File: config.mk
export PLATFORM = sky130hd
export DESIGN_NAME = issue_hazard_scoreboard_flat
export DESIGN_NICKNAME = d
export VERILOG_FILES = /design/src/rtl/issue_hazard_scoreboard_pkg.sv /design/src/rtl/issue_hazard_scoreboard_if.sv /design/src/rtl/issue_hazard_scoreboard_entry.sv /design/src/rtl/issue_hazard_scoreboard.sv /design/src/flat_wrapper.sv
export SDC_FILE = /design/constraint.sdc
export NUM_CORES = 1
export LEC_CHECK = 0
export ABC_AREA = 1
export BUFFER_PORTS_ARGS = -buffer_cell sky130_fd_sc_hd__buf_2
export CAP_MARGIN = 20
export CORE_AREA = 2 2 172 174
export CTS_BUF_LIST = sky130_fd_sc_hd__clkbuf_8
export CTS_CLUSTER_DIAMETER = 150
export DETAILED_ROUTE_END_ITERATION = 8
export DIE_AREA = 0 0 174 176
export MAX_ROUTING_LAYER = met4
export PLACE_DENSITY = 0.63
export SYNTH_ARGS = -nofsm -noshare
export SYNTH_HDL_FRONTEND = slang
export SYNTH_SLANG_ARGS = --single-unit
File: constraint.sdc
create_clock -name clk -period 3.4 [get_ports clk]
set_input_delay 0.68 -clock clk [delete_from_list [all_inputs] [get_ports clk]]
set_output_delay 0.68 -clock clk [all_outputs]
set_load 0.03 [all_outputs]
File: src/rtl/issue_hazard_scoreboard_pkg.sv
// Shared register-file geometry and hazard helpers for the dual-issue ID-stage scoreboard.
package issue_hazard_scoreboard_pkg;

  localparam int unsigned NUM_REGISTERS      = 32;
  localparam int unsigned NUM_REGISTERS_LOG2 = 5;
  localparam int unsigned LAT_BITS           = 3;

  typedef logic [NUM_REGISTERS_LOG2-1:0] reg_idx_t;

  // r0 is hard-wired, so it can never carry a pending result.
  function automatic logic reg_busy(input reg_idx_t r, input logic [NUM_REGISTERS-1:0] busy);
    return (r != '0) && busy[r];
  endfunction

endpackage

File: src/rtl/issue_hazard_scoreboard_if.sv
// ID-stage issue bundle: decoded lane operands in, issue/stall decisions and scoreboard status out.
interface issue_hazard_scoreboard_if
  import issue_hazard_scoreboard_pkg::*;
#(
  parameter int unsigned LAT_W       = LAT_BITS,
  parameter int unsigned STALL_CNT_W = 32
);

  logic                     freeze;
  logic                     id_valid0;
  logic                     id_valid1;
  reg_idx_t                 id_rs0;
  reg_idx_t                 id_rs1;
  reg_idx_t                 id_rt0;
  reg_idx_t                 id_rt1;
  reg_idx_t                 id_rd0;
  reg_idx_t                 id_rd1;
  logic                     id_reg_write0;
  logic                     id_reg_write1;
  logic [LAT_W-1:0]         id_lat0;
  logic [LAT_W-1:0]         id_lat1;
  logic                     issue0;
  logic                     issue1;
  logic                     stall;
  logic                     split;
  logic [NUM_REGISTERS-1:0] busy_mask;
  logic [STALL_CNT_W-1:0]   stall_count;

  modport master (
    output freeze, id_valid0, id_valid1, id_rs0, id_rs1, id_rt0, id_rt1,
           id_rd0, id_rd1, id_reg_write0, id_reg_write1, id_lat0, id_lat1,
    input  issue0, issue1, stall, split, busy_mask, stall_count
  );

  modport slave (
    input  freeze, id_valid0, id_valid1, id_rs0, id_rs1, id_rt0, id_rt1,
           id_rd0, id_rd1, id_reg_write0, id_reg_write1, id_lat0, id_lat1,
    output issue0, issue1, stall, split, busy_mask, stall_count
  );

endinterface

File: src/rtl/issue_hazard_scoreboard_entry.sv
// One register's in-flight latency countdown: load on issue, hold on freeze, count down to idle.
module issue_hazard_scoreboard_entry #(
  parameter int unsigned LAT_W = 3
) (
  input  logic             clk,
  input  logic             reset,
  input  logic             freeze,
  input  logic             load,
  input  logic [LAT_W-1:0] load_val,
  output logic             busy
);

  logic [LAT_W-1:0] cnt;

  // A fresh load wins over the decrement of the previous producer.
  always_ff @(posedge clk) begin
    if (reset) begin
      cnt <= '0;
    end else if (!freeze) begin
      if (load) begin
        cnt <= load_val;
      end else if (cnt != '0) begin
        cnt <= cnt - LAT_W'(1);
      end
    end
  end

  always_comb busy = (cnt != '0);

endmodule

File: src/rtl/issue_hazard_scoreboard.sv
// Dual-issue ID-stage issue controller: stalls consumers of multi-cycle results until forwardable,
// drives PC/IF-ID hold and lane split, and counts stall cycles.
module issue_hazard_scoreboard
  import issue_hazard_scoreboard_pkg::*;
#(
  parameter int unsigned LAT_W       = LAT_BITS,
  parameter int unsigned STALL_CNT_W = 32
) (
  input  logic                      clk,
  input  logic                      reset,
  issue_hazard_scoreboard_if.slave  sb
);

  logic [NUM_REGISTERS-1:0] busy;
  logic [LAT_W-1:0]         lat0;
  logic [LAT_W-1:0]         lat1;
  logic                     haz0;
  logic                     haz1;
  logic                     intra;
  logic                     go;
  logic                     issue0;
  logic                     issue1;
  logic                     stall;
  logic                     wr0;
  logic                     wr1;
  logic [STALL_CNT_W-1:0]   stall_count;

  always_comb begin
    lat0 = sb.id_lat0;
    lat1 = sb.id_lat1;

    haz0 = reg_busy(sb.id_rs0, busy) | reg_busy(sb.id_rt0, busy)
         | (sb.id_reg_write0 & reg_busy(sb.id_rd0, busy));
    haz1 = reg_busy(sb.id_rs1, busy) | reg_busy(sb.id_rt1, busy)
         | (sb.id_reg_write1 & reg_busy(sb.id_rd1, busy));

    // Lane1 reading or re-writing lane0's destination must wait for the next slot.
    intra = sb.id_reg_write0 && (sb.id_rd0 != '0)
         && ((sb.id_rs1 == sb.id_rd0) || (sb.id_rt1 == sb.id_rd0)
             || (sb.id_reg_write1 && (sb.id_rd1 == sb.id_rd0)));

    go     = !reset && !sb.freeze;
    issue0 = go && sb.id_valid0 && !haz0;
    issue1 = issue0 && sb.id_valid1 && !haz1 && !intra;
    stall  = go && ((sb.id_valid0 && !issue0) || (sb.id_valid1 && !issue1));

    wr0 = issue0 && sb.id_reg_write0 && (sb.id_rd0 != '0) && (lat0 != '0);
    wr1 = issue1 && sb.id_reg_write1 && (sb.id_rd1 != '0) && (lat1 != '0);
  end

  always_comb begin
    sb.issue0      = issue0;
    sb.issue1      = issue1;
    sb.stall       = stall;
    sb.split       = issue0 && sb.id_valid1 && !issue1;
    sb.busy_mask   = busy;
    sb.stall_count = stall_count;
  end

  assign busy[0] = 1'b0;

  for (genvar r = 1; r < NUM_REGISTERS; r++) begin : g_entry
    logic             hit0;
    logic             hit1;
    logic             load;
    logic [LAT_W-1:0] load_val;

    always_comb begin
      hit0     = wr0 && (sb.id_rd0 == reg_idx_t'(r));
      hit1     = wr1 && (sb.id_rd1 == reg_idx_t'(r));
      load     = hit0 || hit1;
      load_val = hit0 ? lat0 : lat1;
    end

    issue_hazard_scoreboard_entry #(
      .LAT_W (LAT_W)
    ) u_entry (
      .clk      (clk),
      .reset    (reset),
      .freeze   (sb.freeze),
      .load     (load),
      .load_val (load_val),
      .busy     (busy[r])
    );
  end

  always_ff @(posedge clk) begin
    if (reset) begin
      stall_count <= '0;
    end else if (!sb.freeze && stall && (stall_count != '1)) begin
      stall_count <= stall_count + STALL_CNT_W'(1);
    end
  end

endmodule
File: src/flat_wrapper.sv
// flat-port wrapper written by rule: the top's interface ports become plain ports
module issue_hazard_scoreboard_flat import issue_hazard_scoreboard_pkg::*;
#(
  parameter int unsigned LAT_W       = LAT_BITS,
  parameter int unsigned STALL_CNT_W = 32
)
  (clk, reset, sb_freeze, sb_id_valid0, sb_id_valid1, sb_id_rs0, sb_id_rs1, sb_id_rt0, sb_id_rt1, sb_id_rd0, sb_id_rd1, sb_id_reg_write0, sb_id_reg_write1, sb_id_lat0, sb_id_lat1, sb_issue0, sb_issue1, sb_stall, sb_split, sb_busy_mask, sb_stall_count);
  issue_hazard_scoreboard_if #(.LAT_W(LAT_W), .STALL_CNT_W(STALL_CNT_W)) sb_i ();
  input  logic clk;
  input  logic reset;
  input wire logic [$bits(sb_i.freeze)-1:0] sb_freeze;
  input wire logic [$bits(sb_i.id_valid0)-1:0] sb_id_valid0;
  input wire logic [$bits(sb_i.id_valid1)-1:0] sb_id_valid1;
  input wire logic [$bits(sb_i.id_rs0)-1:0] sb_id_rs0;
  input wire logic [$bits(sb_i.id_rs1)-1:0] sb_id_rs1;
  input wire logic [$bits(sb_i.id_rt0)-1:0] sb_id_rt0;
  input wire logic [$bits(sb_i.id_rt1)-1:0] sb_id_rt1;
  input wire logic [$bits(sb_i.id_rd0)-1:0] sb_id_rd0;
  input wire logic [$bits(sb_i.id_rd1)-1:0] sb_id_rd1;
  input wire logic [$bits(sb_i.id_reg_write0)-1:0] sb_id_reg_write0;
  input wire logic [$bits(sb_i.id_reg_write1)-1:0] sb_id_reg_write1;
  input wire logic [$bits(sb_i.id_lat0)-1:0] sb_id_lat0;
  input wire logic [$bits(sb_i.id_lat1)-1:0] sb_id_lat1;
  output wire logic [$bits(sb_i.issue0)-1:0] sb_issue0;
  output wire logic [$bits(sb_i.issue1)-1:0] sb_issue1;
  output wire logic [$bits(sb_i.stall)-1:0] sb_stall;
  output wire logic [$bits(sb_i.split)-1:0] sb_split;
  output wire logic [$bits(sb_i.busy_mask)-1:0] sb_busy_mask;
  output wire logic [$bits(sb_i.stall_count)-1:0] sb_stall_count;
  assign sb_i.freeze = sb_freeze;
  assign sb_i.id_valid0 = sb_id_valid0;
  assign sb_i.id_valid1 = sb_id_valid1;
  assign sb_i.id_rs0 = sb_id_rs0;
  assign sb_i.id_rs1 = sb_id_rs1;
  assign sb_i.id_rt0 = sb_id_rt0;
  assign sb_i.id_rt1 = sb_id_rt1;
  assign sb_i.id_rd0 = sb_id_rd0;
  assign sb_i.id_rd1 = sb_id_rd1;
  assign sb_i.id_reg_write0 = sb_id_reg_write0;
  assign sb_i.id_reg_write1 = sb_id_reg_write1;
  assign sb_i.id_lat0 = sb_id_lat0;
  assign sb_i.id_lat1 = sb_id_lat1;
  assign sb_issue0 = sb_i.issue0;
  assign sb_issue1 = sb_i.issue1;
  assign sb_stall = sb_i.stall;
  assign sb_split = sb_i.split;
  assign sb_busy_mask = sb_i.busy_mask;
  assign sb_stall_count = sb_i.stall_count;
  issue_hazard_scoreboard #(.LAT_W(LAT_W), .STALL_CNT_W(STALL_CNT_W)) u_core (.clk(clk), .reset(reset), .sb(sb_i));
endmodule
==> metrics.txt <==
outcome=finished, final reports clean; fmax=0.298 GHz; CTS tree=yes; final hold vios=0; Final Skew=about 0.015 ns; WL/cell=approximately 18 um; Power Total=roughly 11 mW; fin nets=2524; largest net degree at the start of global routing=a little over 80; syn_nets=2382; CP Capture Type=output pin; Main synth FF type=dfxtp_1; Placement Rows=62; filler cell count=3116; vias in the first global route=about 14000; crit path max fanout=4; largest cells by area after synthesis=nand2_1 (20%), dfxtp_1 (20%), nand3_1 (11%); root buf cell=clkbuf_8; worst path required time=roughly 2.7 ns; Antenna Violating Nets Remaining=0; Detail Placement HPWL=37500 um; Worst-Skew Late Latency=~0.48 ns; CTS Buf Count=17; core footprint=28500 sq um; Power Density=715 nW/um^2; RSZ-0062 raised after global routing=yes; DR DRC count=0; clk buf depth=2; post-synthesis sequential area ratio=0.196; Synth async-reset ratio=0; CP Launch Type=flop; share of cells above drive strength 1=0.178; area added between synthesis and finish=16.8%; Final Wtd Congestion=slightly above 1; worst vdd ir=between 400 and 500 uV; post-route minimum period=about 3.4 ns; grt ovf=0; DRT Pass-1 Iters=6; yosys warns=0; total wire length=between 50000 and 60000 um; Initial Util=0.448; hold_buf cts=0; Iter 0 DRT Violations=about 1500; crit path cell chain=inv_2, ha_4, nand2_4, clkinvlp_4, buf_12, buf_6, a21oi_2, nand3_1, nand3_2, nand3_2, nand2_2, nor2_4, nand3_4, nor2_8, o21ai_4, buf_6; Gate Count Post-Synth=between 2000 and 2500; biggest area consumer among synthesized cells=nand2_1; DIE WIDTH=approximately 170 um; port buffer count=between 100 and 150; Hold WS=approximately 0.48 ns; CP Class=reg -> out; Crit path arrival time=between 2 and 3 ns; Post-synth EDFFs=0; Seq cells post-synth=between 100 and 150; fin. max-slew vios=0; area share of the largest cell type after synthesis=0.198; worst min path class=reg -> reg; I/O Pins=~110; first-pass GRT wire length=77800 um; ant diodes=0; WP buf/inv=5; Vias/cell=approximately 5.4; Avg Cell Area, Syn=roughly 5.6 sq um; clk slew on worst S/H paths=around 0.080 ns; H-Tree Depth=4; DIE HEIGHT=176 um; Leak=between 7 and 8 nW; Tot GR Track Use=0.335; max_slew headroom=0.400; via count=15222; Max-cap violations=0; Worst Max-Slew Pin Slew=0.899 ns; critical path's slowest cell=dfxtp_2; clock sinks=roughly 130; Netlist cell types=45; final setup violation count=0; CP delay by family, top=buffers and inverters; Final period util=0.987; die area=around 31000 sq um; slowest cell delay on critical path=roughly 0.34 ns; initial antenna violation count=0; Syn Std Cell Area=about 13000 sq um
final cells by class:
type | instances | area [sq um] | share of cell area
clock buffers | 17 | 234 | 0.0157
clock inverters | 15 | 113 | 0.00754
inverters | 260 | 987 | 0.0661
multi-input cells | 1778 | 8950 | 0.600
flip-flops and latches | 125 | 2510 | 0.168
well taps | 384 | 480 | 0.0322
repair buffers | 236 | 1650 | 0.111
sequential cells by signal (all words and copies together) (netlist names):
register	count
u_core.sb.stall_count	32
u_core.g_entry.u_entry.cnt	93
Yosys cell counts (all sizes together) (2+ instances only):
library cell,count
nand3,278
nor2,350
xor2,32
o21ai,123
buf,74
clkbuf,39
clkinv,5
inv,255
o22ai,8
nor3b,8
a21oi,83
nand2,693
o21a,2
nand3b,7
xnor2,22
o211ai,2
dfxtp,125
ha,63
nor3,50
nor4,6
or2,12
nand4,36
metal layers:
layer | vias up | track usage | routed length (um)
li1 | 7503 | - | -
met1 | 6921 | 0.440 | 22600
met2 | 664 | 0.517 | 21700
met3 | 134 | 0.0519 | 3980
met4 | 0 | 0.132 | 2200
met5 | - | - | 0
per-stage QoR:
stage / cell area [sq um] / worst slack (ns) / utilization / setup TNS [ns] / cells
floorplan: 12800 / 0.467 / - / 0 / 2276
global placement: 14000 / 0.0196 / 0.490 / 0 / 2760
detailed placement: 14000 / 0.0132 / 0.490 / 0 / 2760
CTS: 14600 / 0.00748 / 0.511 / 0 / 2799
finish: 14900 / 0.0428 / 0.523 / 0 / 2815
global route: 14900 / -0.0389 / 0.523 / -0.0680 / 2815
worst register-to-register path: cells and delay by family (launching register included):
kind | cells | cell delay (ns)
AOI/OAI and AO/OA | 1 | 0.13
DFF | 1 | 0.34
buffers and inverters | 7 | 1.17
adders and majority gates | 1 | 0.15
and+or+nand+nor | 15 | 1.25
path summary, 6_finish.rpt:
check	slack, ns	start	endpoint	cells past startpoint
setup / recovery	0.04	u_core.g_entry[12].u_entry.cnt[0]$_SDFFE_PP0P_	sb_stall	16
hold / removal	0.48	u_core.g_entry[5].u_entry.cnt[0]$_SDFFE_PP0P_	u_core.g_entry[5].u_entry.cnt[0]$_SDFFE_PP0P_	2
setup reg to reg	0.27	u_core.g_entry[12].u_entry.cnt[0]$_SDFFE_PP0P_	u_core.g_entry[24].u_entry.cnt[0]$_SDFFE_PP0P_	24
hold reg to reg	0.48	u_core.g_entry[5].u_entry.cnt[0]$_SDFFE_PP0P_	u_core.g_entry[5].u_entry.cnt[0]$_SDFFE_PP0P_	2
power breakdown:
group | total [mW] | switching, mW | internal, mW
Combinational | 7.37 | 4.74 | 2.64
Sequential | 2.07 | 0.225 | 1.84
Clock | 1.24 | 0.728 | 0.512
repair_timing:
action,in CTS,in global routing
buffers inserted,7,16
setup endpoints to repair,4,16
pin swaps,6,27
gates resized for setup,46,80
endpoints found under the hold margin,0,0
kinds of logic after synthesis:
group,after synthesis,synth area share
adder cells (fa/ha/maj),63,0.0617
flip-flops,125,0.196
XOR/XNOR,54,0.0370
buffers and inverters,373,0.129
other,1,0.000293
AO/OA/AOI/OAI,219,0.0898
AND/OR/NAND/NOR,1441,0.487
cell usage in the layout, fill, tap and decap left out, types with 11 or more instances in the layout:
master	Yosys	final
buf_4	41	112
nand3_1	270	267
inv_1	241	223
o21ai_1	10	12
dfxtp_1	125	115
xnor2_1	22	22
inv_2	13	29
or2_2	11	11
o21ai_0	105	103
xor2_1	32	32
nor2_1	334	325
nor3_1	48	48
nand2_1	673	648
nor2_2	12	17
buf_2	20	105
nand4_1	35	35
clkbuf_8	0	17
a21oi_1	83	79
nand2_4	3	16
ha_1	63	49
nand2_2	17	28
Power figures use the tool's default switching activity.
